--- src/rtl/frame_scanout_if.sv ---
// Frame-buffer read port and VGA pin bundle for frame_scanout.
// SCANOUT_TESTPATTERN_EN adds the test_mode select.
interface frame_scanout_if #(
  parameter int DATA_WIDTH = 12,
  parameter int X_WIDTH    = 10,
  parameter int Y_WIDTH    = 10
);
  logic [X_WIDTH+Y_WIDTH-1:0] rd_address;
  logic [DATA_WIDTH-1:0]      rd_data;
  logic [3:0]                 vga_r;
  logic [3:0]                 vga_g;
  logic [3:0]                 vga_b;
  logic                       hsync;
  logic                       vsync;
  logic                       active;
  logic                       frame_start;
`ifdef SCANOUT_TESTPATTERN_EN
  logic                       test_mode;

  modport master (
    output rd_address, vga_r, vga_g, vga_b, hsync, vsync, active, frame_start,
    input  rd_data, test_mode
  );
  modport slave (
    input  rd_address, vga_r, vga_g, vga_b, hsync, vsync, active, frame_start,
    output rd_data, test_mode
  );
`else
  modport master (
    output rd_address, vga_r, vga_g, vga_b, hsync, vsync, active, frame_start,
    input  rd_data
  );
  modport slave (
    input  rd_address, vga_r, vga_g, vga_b, hsync, vsync, active, frame_start,
    output rd_data
  );
`endif
endinterface

--- src/rtl/frame_scanout.sv ---
// VGA scanout from the pixel frame buffer: timing counters, buffer read, aligned RGB/sync outputs.
// Optional SCANOUT_TESTPATTERN_EN adds a test_mode colour-bar source.
module frame_scanout #(
  parameter int DATA_WIDTH = 12,
  parameter int X_WIDTH    = 10,
  parameter int Y_WIDTH    = 10,
  parameter int CLK_DIV    = 4,
  parameter int H_VISIBLE  = 640,
  parameter int H_FP       = 16,
  parameter int H_SYNC     = 96,
  parameter int H_BP       = 48,
  parameter int V_VISIBLE  = 480,
  parameter int V_FP       = 10,
  parameter int V_SYNC     = 2,
  parameter int V_BP       = 33
) (
  input  logic              clock,
  input  logic              reset_n,
  frame_scanout_if.master   scan
);

  localparam int H_TOTAL = H_VISIBLE + H_FP + H_SYNC + H_BP;
  localparam int V_TOTAL = V_VISIBLE + V_FP + V_SYNC + V_BP;
  localparam int DIV_W   = (CLK_DIV > 2) ? $clog2(CLK_DIV) : 1;

  localparam logic [DIV_W-1:0]   DIV_LAST = DIV_W'(CLK_DIV - 1);
  localparam logic [X_WIDTH-1:0] H_LAST   = X_WIDTH'(H_TOTAL - 1);
  localparam logic [X_WIDTH-1:0] H_VIS    = X_WIDTH'(H_VISIBLE);
  localparam logic [X_WIDTH-1:0] HS_FIRST = X_WIDTH'(H_VISIBLE + H_FP);
  localparam logic [X_WIDTH-1:0] HS_LAST  = X_WIDTH'(H_VISIBLE + H_FP + H_SYNC - 1);
  localparam logic [Y_WIDTH-1:0] V_LAST   = Y_WIDTH'(V_TOTAL - 1);
  localparam logic [Y_WIDTH-1:0] V_VIS    = Y_WIDTH'(V_VISIBLE);
  localparam logic [Y_WIDTH-1:0] VS_FIRST = Y_WIDTH'(V_VISIBLE + V_FP);
  localparam logic [Y_WIDTH-1:0] VS_LAST  = Y_WIDTH'(V_VISIBLE + V_FP + V_SYNC - 1);

  logic [DIV_W-1:0]      r_div_cnt;
  logic [X_WIDTH-1:0]    r_h_cnt;
  logic [Y_WIDTH-1:0]    r_v_cnt;
  logic                  r_tick_d1;
  logic                  r_tick_d2;
  logic                  r_vis_d;
  logic [DATA_WIDTH-1:0] r_rgb;
  logic                  r_hsync;
  logic                  r_vsync;
  logic                  r_active;
  logic                  r_frame_start;

  logic                  w_pixel_tick;
  logic                  w_h_wrap;
  logic                  w_v_wrap;
  logic                  w_vis;
  logic                  w_hsync_n;
  logic                  w_vsync_n;
  logic [DATA_WIDTH-1:0] w_pix_src;

`ifdef SCANOUT_TESTPATTERN_EN
  function automatic logic [DATA_WIDTH-1:0] bar_colour(input logic [X_WIDTH-1:0] h);
    logic [X_WIDTH-1:0] idx;
    idx = h / X_WIDTH'(80);
    case (idx)
      X_WIDTH'(0): bar_colour = DATA_WIDTH'(12'hFFF);
      X_WIDTH'(1): bar_colour = DATA_WIDTH'(12'hFF0);
      X_WIDTH'(2): bar_colour = DATA_WIDTH'(12'h0FF);
      X_WIDTH'(3): bar_colour = DATA_WIDTH'(12'h0F0);
      X_WIDTH'(4): bar_colour = DATA_WIDTH'(12'hF0F);
      X_WIDTH'(5): bar_colour = DATA_WIDTH'(12'hF00);
      X_WIDTH'(6): bar_colour = DATA_WIDTH'(12'h00F);
      default:     bar_colour = DATA_WIDTH'(12'h000);
    endcase
  endfunction
`endif

  // Pixel strobe, wrap detection, visible window and sync decodes from the live counters.
  always_comb begin
    w_pixel_tick = (r_div_cnt == DIV_LAST);
    w_h_wrap     = w_pixel_tick && (r_h_cnt == H_LAST);
    w_v_wrap     = (r_v_cnt == V_LAST);
    w_vis        = (r_h_cnt < H_VIS) && (r_v_cnt < V_VIS);
    w_hsync_n    = !((r_h_cnt >= HS_FIRST) && (r_h_cnt <= HS_LAST));
    w_vsync_n    = !((r_v_cnt >= VS_FIRST) && (r_v_cnt <= VS_LAST));
`ifdef SCANOUT_TESTPATTERN_EN
    if (scan.test_mode) begin
      w_pix_src = bar_colour(r_h_cnt);
    end else begin
      w_pix_src = scan.rd_data;
    end
`else
    w_pix_src    = scan.rd_data;
`endif
  end

  assign scan.rd_address = w_vis ? {r_v_cnt, r_h_cnt} : (X_WIDTH + Y_WIDTH)'(0);

  // Clock divider, raster counters and the frame-start strobe.
  always_ff @(posedge clock or negedge reset_n) begin
    if (!reset_n) begin
      r_div_cnt     <= DIV_W'(0);
      r_h_cnt       <= X_WIDTH'(0);
      r_v_cnt       <= Y_WIDTH'(0);
      r_frame_start <= 1'b0;
    end else begin
      r_frame_start <= w_h_wrap && w_v_wrap;
      if (w_pixel_tick) begin
        r_div_cnt <= DIV_W'(0);
        if (w_h_wrap) begin
          r_h_cnt <= X_WIDTH'(0);
          r_v_cnt <= w_v_wrap ? Y_WIDTH'(0) : r_v_cnt + Y_WIDTH'(1);
        end else begin
          r_h_cnt <= r_h_cnt + X_WIDTH'(1);
        end
      end else begin
        r_div_cnt <= r_div_cnt + DIV_W'(1);
      end
    end
  end

  // Output stage loads two clocks after a counter step, once the buffer word for that
  // address has arrived; counters are still on the same pixel, so colour and syncs align.
  always_ff @(posedge clock or negedge reset_n) begin
    if (!reset_n) begin
      r_tick_d1 <= 1'b0;
      r_tick_d2 <= 1'b0;
      r_vis_d   <= 1'b0;
      r_rgb     <= DATA_WIDTH'(0);
      r_hsync   <= 1'b1;
      r_vsync   <= 1'b1;
      r_active  <= 1'b0;
    end else begin
      r_tick_d1 <= w_pixel_tick;
      r_tick_d2 <= r_tick_d1;
      r_vis_d   <= w_vis;
      if (r_tick_d2) begin
        r_rgb    <= r_vis_d ? w_pix_src : DATA_WIDTH'(0);
        r_hsync  <= w_hsync_n;
        r_vsync  <= w_vsync_n;
        r_active <= w_vis;
      end
    end
  end

  assign scan.vga_r       = r_rgb[11:8];
  assign scan.vga_g       = r_rgb[7:4];
  assign scan.vga_b       = r_rgb[3:0];
  assign scan.hsync       = r_hsync;
  assign scan.vsync       = r_vsync;
  assign scan.active      = r_active;
  assign scan.frame_start = r_frame_start;

endmodule

--- src/flat_wrapper.sv ---
// flat-port wrapper written by rule: the top's interface ports become plain ports
module frame_scanout_flat 
#(
  parameter int DATA_WIDTH = 12,
  parameter int X_WIDTH    = 10,
  parameter int Y_WIDTH    = 10,
  parameter int CLK_DIV    = 4,
  parameter int H_VISIBLE  = 640,
  parameter int H_FP       = 16,
  parameter int H_SYNC     = 96,
  parameter int H_BP       = 48,
  parameter int V_VISIBLE  = 480,
  parameter int V_FP       = 10,
  parameter int V_SYNC     = 2,
  parameter int V_BP       = 33
)
  (clock, reset_n, scan_rd_address, scan_vga_r, scan_vga_g, scan_vga_b, scan_hsync, scan_vsync, scan_active, scan_frame_start, scan_rd_data);
  frame_scanout_if #(.DATA_WIDTH(DATA_WIDTH), .X_WIDTH(X_WIDTH), .Y_WIDTH(Y_WIDTH)) scan_i ();
  input  logic clock;
  input  logic reset_n;
  output wire logic [$bits(scan_i.rd_address)-1:0] scan_rd_address;
  output wire logic [$bits(scan_i.vga_r)-1:0] scan_vga_r;
  output wire logic [$bits(scan_i.vga_g)-1:0] scan_vga_g;
  output wire logic [$bits(scan_i.vga_b)-1:0] scan_vga_b;
  output wire logic [$bits(scan_i.hsync)-1:0] scan_hsync;
  output wire logic [$bits(scan_i.vsync)-1:0] scan_vsync;
  output wire logic [$bits(scan_i.active)-1:0] scan_active;
  output wire logic [$bits(scan_i.frame_start)-1:0] scan_frame_start;
  input wire logic [$bits(scan_i.rd_data)-1:0] scan_rd_data;
  assign scan_rd_address = scan_i.rd_address;
  assign scan_vga_r = scan_i.vga_r;
  assign scan_vga_g = scan_i.vga_g;
  assign scan_vga_b = scan_i.vga_b;
  assign scan_hsync = scan_i.hsync;
  assign scan_vsync = scan_i.vsync;
  assign scan_active = scan_i.active;
  assign scan_frame_start = scan_i.frame_start;
  assign scan_i.rd_data = scan_rd_data;
  frame_scanout #(.DATA_WIDTH(DATA_WIDTH), .X_WIDTH(X_WIDTH), .Y_WIDTH(Y_WIDTH), .CLK_DIV(CLK_DIV), .H_VISIBLE(H_VISIBLE), .H_FP(H_FP), .H_SYNC(H_SYNC), .H_BP(H_BP), .V_VISIBLE(V_VISIBLE), .V_FP(V_FP), .V_SYNC(V_SYNC), .V_BP(V_BP)) u_core (.clock(clock), .reset_n(reset_n), .scan(scan_i));
endmodule
--- config.mk ---
export PLATFORM = sky130hd
export DESIGN_NAME = frame_scanout_flat
export DESIGN_NICKNAME = d
export VERILOG_FILES = /design/src/rtl/frame_scanout_if.sv /design/src/rtl/frame_scanout.sv /design/src/flat_wrapper.sv
export SDC_FILE = /design/constraint.sdc
export NUM_CORES = 1
export LEC_CHECK = 0
export ABC_AREA = 1
export CAP_MARGIN = 20
export CORE_MARGIN = 3
export CORE_UTILIZATION = 30
export DETAILED_ROUTE_END_ITERATION = 8
export MAX_ROUTING_LAYER = met4
export SLEW_MARGIN = 5
export SYNTH_ARGS = -nofsm -noshare
export SYNTH_HDL_FRONTEND = slang
export SYNTH_SLANG_ARGS = --single-unit
--- constraint.sdc ---
create_clock -name clock -period 1.5 [get_ports clock]
set_input_delay 0.225 -clock clock [delete_from_list [all_inputs] [get_ports clock]]
set_output_delay 0.225 -clock clock [all_outputs]
set_load 0.01 [all_outputs]
==> results of run 1 <==
-- worst max-delay path by stage --
stage,to,slack [ns],startpoint,cells past startpoint
after detailed placement,scan_rd_address[15],-0.39,u_core.r_h_cnt[9]$_DFFE_PN0P_,9
after floorplan,u_core.r_h_cnt[8]$_DFFE_PN0P_,0.14,u_core.r_div_cnt[0]$_DFF_PN0_,9
final,scan_rd_address[15],-0.26,u_core.r_h_cnt[7]$_DFFE_PN0P_,10
after global routing,scan_rd_address[0],-0.37,u_core.r_h_cnt[9]$_DFFE_PN0P_,8
after CTS,scan_rd_address[15],-0.30,u_core.r_h_cnt[9]$_DFFE_PN0P_,10
after global placement,scan_rd_address[15],-0.33,u_core.r_h_cnt[9]$_DFFE_PN0P_,9
-- metrics by stage --
step	std cells	hold WS, ns	power [uW]
after global routing	472	0.372	2280
after CTS	462	0.365	2230
final	472	0.359	2200
after detailed placement	448	0.177	1270
after floorplan	281	-0.0706	1180
after global placement	448	0.173	1270
-- cells by family (layout without fill, tap and decap cells) --
family | Yosys count | in the layout | synth area share (%)
adders and majority gates | 5 | 5 | 2.88
AOI/OAI and AO/OA | 23 | 23 | 6.10
xor gates and xnor gates | 4 | 4 | 1.61
other | 1 | 1 | 0.172
and+or+nand+nor | 161 | 161 | 33.1
buffers and inverters | 46 | 141 | 8.86
DFF | 41 | 41 | 47.3
-- registers in the layout (all words and copies together), names as in the netlist --
signal                   cells
u_core.r_tick_d2             1
u_core.r_tick_d1             1
u_core.r_h_cnt              10
u_core.scan.hsync            1
u_core.r_div_cnt             2
u_core.scan.active           1
u_core.scan.vsync            1
u_core.r_v_cnt              10
u_core.r_rgb                12
u_core.scan.frame_start      1
u_core.r_vis_d               1
-- layout make-up --
cell class / count / area (um2) / share of cell area, %
Timing Repair inverter: 1 / 6.26 / 0.193
Multi-Input combinational cell: 194 / 1030 / 32.0
Sequential cell: 41 / 1030 / 31.8
Tap cell: 96 / 120 / 3.71
Clock inverter: 2 / 37.5 / 1.16
Timing Repair Buffer: 95 / 779 / 24.1
Inverter: 37 / 146 / 4.53
Clock buffer: 6 / 82.6 / 2.55
-- what timing repair did --
action | 4_1_cts | 5_1_grt
gates cloned | 0 | 1
hold endpoints to repair | 14 | 0
hold buffers | 1 | 0
setup buffers | 6 | 9
endpoints found under the setup margin | 21 | 29
pin swaps | 4 | 11
resized for setup | 86 | 30
-- cell usage after synthesis (2+ instances only) --
library cell,number
nand2_2,2
dfstp_2,2
o21ai_1,3
buf_4,4
nand2_1,69
nand4_1,9
xor2_1,4
nor2_1,40
o21ai_2,4
nor2_2,3
dfrtp_1,39
ha_1,5
clkbuf_1,3
inv_1,32
buf_2,2
nand3_1,30
inv_2,4
nor3_1,5
a21oi_1,2
o21ai_0,13
-- critical path, delay by kind of cell (launching register included) --
kind,cells,cell delay [ns]
buffers and inverters,6,0.51
DFF,1,0.40
and+or+nand+nor,4,0.34
-- layer usage --
layer / track usage, % / part of all wire [%] / vias up / wire (um)
met5: - / 0 / - / 0
met4: 4.15 / 0.88 / 0 / 49
met3: 2.82 / 3.6 / 5 / 201
met2: 24.9 / 51 / 36 / 2830
met1: 16.4 / 45 / 992 / 2500
li1: - / - / 1073 / -
-- power by group --
group	switching, uW	internal [uW]
logic	51.0	69.5
clock network	410	542
registers	8.53	1120
==> run metrics, run 1 <==
Hold Crit Depth=0; Via density=4.46; # fillers=between 700 and 800; Post-Place Setup Slack=-0.394 ns; io pins=50; Clk Latency, worst-skew pair=0.30 ns; min-delay src=u_core.r_tick_d1$_DFF_PN0_; Critical Path Fanout Max=2; max_cap viols=0; synthesis-to-finish area growth=48.7%; worst hold path type=reg -> reg; final worst slack=-0.262 ns; Worst setup EP type=output port; Iter 0 DRT Violations=68; WHS Endpoint=u_core.r_tick_d2$_DFF_PN0_; Die Wd=91.1 um; CP max-delay cell=dfrtp_1; first-pass GRT wire length=a little over 9000 um; total wire length=5580 um; synthesized flop and latch total=between 40 and 50; Cell Rows=30; final core utilization=46.8%; CTS Buffer Depth=2; GRT Residual Overflow=0; most frequent cells in the layout=nand2_1, buf_4, dfrtp_1, inv_1, nand3_1; area share of the largest cell type after synthesis=44.9%; reg2reg end=u_core.r_v_cnt[7]$_DFFE_PN0P_; vias=2106; number of antenna repair diodes=0; TritonCTS Buffers=5; clock tree from TritonCTS=yes; Die Y=91.1 um; Arr. time, crit path=1.54 ns; HPWL after DPL=4090 um; Root Driver=clkbuf_8; RSZ-0062 raised after global routing=true; minimum clock period=1.76 ns; Buffers on Ports=48; Final Max Slew Viols=0; Async SR Flop Fraction=100%; placed cell area=2970 um2; worst r2r path cells=9; sequence of cells on the critical path=nand2_2 -> inv_1 -> nor3_2 -> nand2_1 -> buf_4 -> buf_6 -> inv_2 -> nand2_1 -> inv_1 -> buf_2; initial antenna violation count=0; critical path type=reg -> out; # nets final=just under 400; failing checks=negative setup slack; worst clock skew=~0.009 ns; total track usage=14.2%; Worst EP required=1.27 ns; share of layout cells above drive strength 1=31.9%; CP max stage delay=0.40 ns; average cell area after synthesis=7.74 um2; sequential-to-total area share from yosys stat=47.3%; Final setup viols=19; total die area=8310 um2; number of global-route vias before repair=2053; top post-synthesis cells by area=dfrtp_1, nand2_1, nand3_1; antenna viol nets, final=0; EDFF count, synth=0; largest net degree at the start of global routing=28; top_reg_cell synth=dfrtp_1; H-tree Lvls=2; CTS clk-pin slew, worst paths=~0.080 ns; post-route cell area=between 3000 and 4000 um2; cell accounting for the most synthesized area=dfrtp_1; leak pwr=between 0.0015 and 0.002 uW; Syn Nets=300; Fin. Hold Viols=0; outcome=finished, violations left; Post-Route Setup TNS=-4.54 ns; Max rail drop VDD=between 0.3 and 0.4 mV; R2R Setup Slk=0.02 ns; gpl congestion=0.873; PwrDens=681 nW/um2; f_max=567 MHz; mapped cell area=2170 um2; drt drc=0; CP startpoint kind=register; RR Startpoint=u_core.r_h_cnt[7]$_DFFE_PN0P_; Period Utilization, post-route=117%; Yosys cell types=26; clock sink count=41; DR WL/cell=11.8 um; Initial Util=31.5%; Ys Warns=0; core area=about 6900 um2; Mapped Cells=281; commonest non-fill, non-tap cell in the layout=nand2_1; drt first pass iters=4
Note: power is estimated with default switching activity, not from simulation.
==> inputs of run 2 (changes only) <==
--- a/config.mk
+++ b/config.mk
@@ -7,7 +7,6 @@
 export LEC_CHECK = 0
 export ABC_AREA = 1
 export CAP_MARGIN = 20
-export CORE_MARGIN = 3
 export CORE_UTILIZATION = 30
 export DETAILED_ROUTE_END_ITERATION = 8
 export MAX_ROUTING_LAYER = met4
==> run metrics, run 2 (synthesis gave the netlist of run 1 again) <==
Die Wd=87.1 um (-4.4%); Arr. time, crit path=1.51 ns (-0.03 ns); drt first pass iters=5 (+1); Buffers on Ports=48 (unchanged); TritonCTS Buffers=5 (unchanged); clock sink count=41 (unchanged); core area=6910 um2 (unchanged); outcome=finished, violations left; number of antenna repair diodes=0 (unchanged); DR WL/cell=11.6 um (-1.5%); leak pwr=0.00157 uW (-1.5%); Design Power=2200 uW (-0.27%); total track usage=16.0% (+1.9 points); Iter 0 DRT Violations=84 (+24%); Final setup viols=19 (unchanged); max FFs per register=12 (unchanged); Fin. Hold Viols=0 (unchanged); commonest non-fill, non-tap cell in the layout=nand2_1; share of layout cells above drive strength 1=30.5% (-1.4 points); # nets final=392 (-0.51%); H-tree Lvls=2 (unchanged); Worst EP required=1.27 ns (about the same); CP max-delay cell=dfrtp_1; Root Driver=clkbuf_8; Largest Register=u_core.r_rgb; f_max=577 MHz (+1.6%); Period Utilization, post-route=116% (-1.9 points); number of global-route vias before repair=1955 (-4.8%); minimum clock period=1.73 ns (-0.0280 ns); CTS Buffer Depth=2 (unchanged); drt drc=0 (unchanged); GRT Residual Overflow=0 (unchanged); largest net degree at the start of global routing=27 (-3.6%); initial antenna violation count=0 (unchanged); CP startpoint kind=register; Via density=4.45 (-0.24%); most frequent cells in the layout=nand2_1, buf_4, dfrtp_1, nor2_1, nand3_1; Die Y=87.1 um (-4.4%); Critical Path Fanout Max=6 (+4); vias=2092 (-0.66%); worst clock skew=0.0103 ns (+0.00126 ns); sequence of cells on the critical path=nand2_2 -> inv_2 -> nor3_2 -> nand2_2 -> buf_6 -> inv_2 -> nand2_1 -> inv_1 -> buf_6; HPWL after DPL=3980 um (-2.7%); Buf+Inv Stages, Crit Path=5 (-1); CP max stage delay=0.41 ns (about the same); max_cap viols=0 (unchanged); RSZ-0062 raised after global routing=true; Max rail drop VDD=0.407 mV (+5.2%); Final Max Slew Viols=0 (unchanged); synthesis-to-finish area growth=47.9%; # fillers=714 (-3.3%); CTS clk-pin slew, worst paths=0.08 ns (about the same); critical path type=reg -> out; antenna viol nets, final=0 (unchanged); final worst slack=-0.234 ns (+0.0280 ns); largest registers=u_core.r_rgb x12, u_core.r_h_cnt x10, u_core.r_v_cnt x10; Clk Latency, worst-skew pair=0.29 ns (about the same); total wire length=5480 um (-1.9%); first-pass GRT wire length=9260 um (-0.67%); Initial Util=31.5% (unchanged); clock tree from TritonCTS=yes; total die area=7590 um2 (-8.6%); cell family with most CP delay=flip-flops; io pins=50 (unchanged); Worst setup EP type=output port; WHS=0.351 ns (-0.00761 ns); failing checks=negative setup slack; gpl congestion=0.841 (-3.7%); worst hold path type=reg -> reg; Cell Rows=30 (unchanged); PwrDens=683 nW/um2 (+0.31%)
## run 2: cell count changes in the layout (fill, tap and decap cells not counted), sizes merged
cell,before,now
buf,66,65
inv,38,37
## run 2: metrics by stage
step / worst slack, ns / util, % / setup TNS [ns] / cells / cell area [um2]
after floorplan: 0.143 / - / 0 / 281 / 2170
after global placement: -0.346 / 42.7 / -5.67 / 445 / 2950
after detailed placement: -0.377 / 42.7 / -6.41 / 445 / 2950
after CTS: -0.237 / 44.5 / -3.86 / 459 / 3070
after global routing: -0.339 / 46.6 / -5.77 / 470 / 3220
final: -0.234 / 46.6 / -4.02 / 470 / 3220
## run 2: metal layers
layer  GRT usage (%)  routed length, um  vias up
met4            3.13                 14        0
met1            20.7               2470      981
li1                -                  -     1065
met2            26.3               2770       44
met5               -                  0        -
met3            3.22                219        2
## run 2: area by class of cell
class / instances / area [um2] / share of cell area, %
inverters: 37 / 146 / 4.55
multi-input cells: 194 / 1020 / 31.8
clock inverters: 2 / 37.5 / 1.17
well taps: 96 / 120 / 3.74
repair buffers: 94 / 778 / 24.2
flip-flops and latches: 41 / 1030 / 32.0
clock buffers: 6 / 82.6 / 2.57
## run 2: report_power, final
part / leakage, uW / internal, uW / total (uW) / switching (uW)
Sequential: 0.000507 / 1120 / 1130 / 8.24
Clock: 0.0000574 / 542 / 946 / 405
Combinational: 0.00100 / 69.5 / 120 / 50.1
Total: 0.00157 / 1730 / 2200 / 463
## run 2: path summary, 6_finish.rpt
path                                                from                       endpoint  slack, ns  cells past startpoint
setup / recovery           u_core.r_h_cnt[9]$_DFFE_PN0P_            scan_rd_address[15]      -0.23                      9
hold / removal                u_core.r_tick_d1$_DFF_PN0_     u_core.r_tick_d2$_DFF_PN0_       0.35                      0
setup reg to reg           u_core.r_h_cnt[0]$_DFFE_PN0P_  u_core.r_h_cnt[8]$_DFFE_PN0P_       0.12                      8
hold reg to reg               u_core.r_tick_d1$_DFF_PN0_     u_core.r_tick_d2$_DFF_PN0_       0.35                      0
max in group asynchronous                        reset_n  u_core.scan.hsync$_DFFE_PN1P_       0.54                      3
min in group asynchronous                        reset_n  u_core.r_v_cnt[7]$_DFFE_PN0P_       0.39                      2
## run 2: worst register-to-register path, stage by stage, from the launching register on
cell,delay (ns)
dfrtp_1,0.42
ha_4,0.17
nand3_2,0.09
nor2_2,0.12
nand2_1,0.08
nor2_2,0.16
inv_1,0.09
o21ai_0,0.08
nor2_1,0.07
## run 2: what timing repair did
item,CTS,global route
endpoints found under the hold margin,15,0
hold buffers,1,0
setup endpoints to repair,25,32
gates cloned,1,0
setup buffers,4,11
gates resized for setup,92,20
pin swaps,5,10
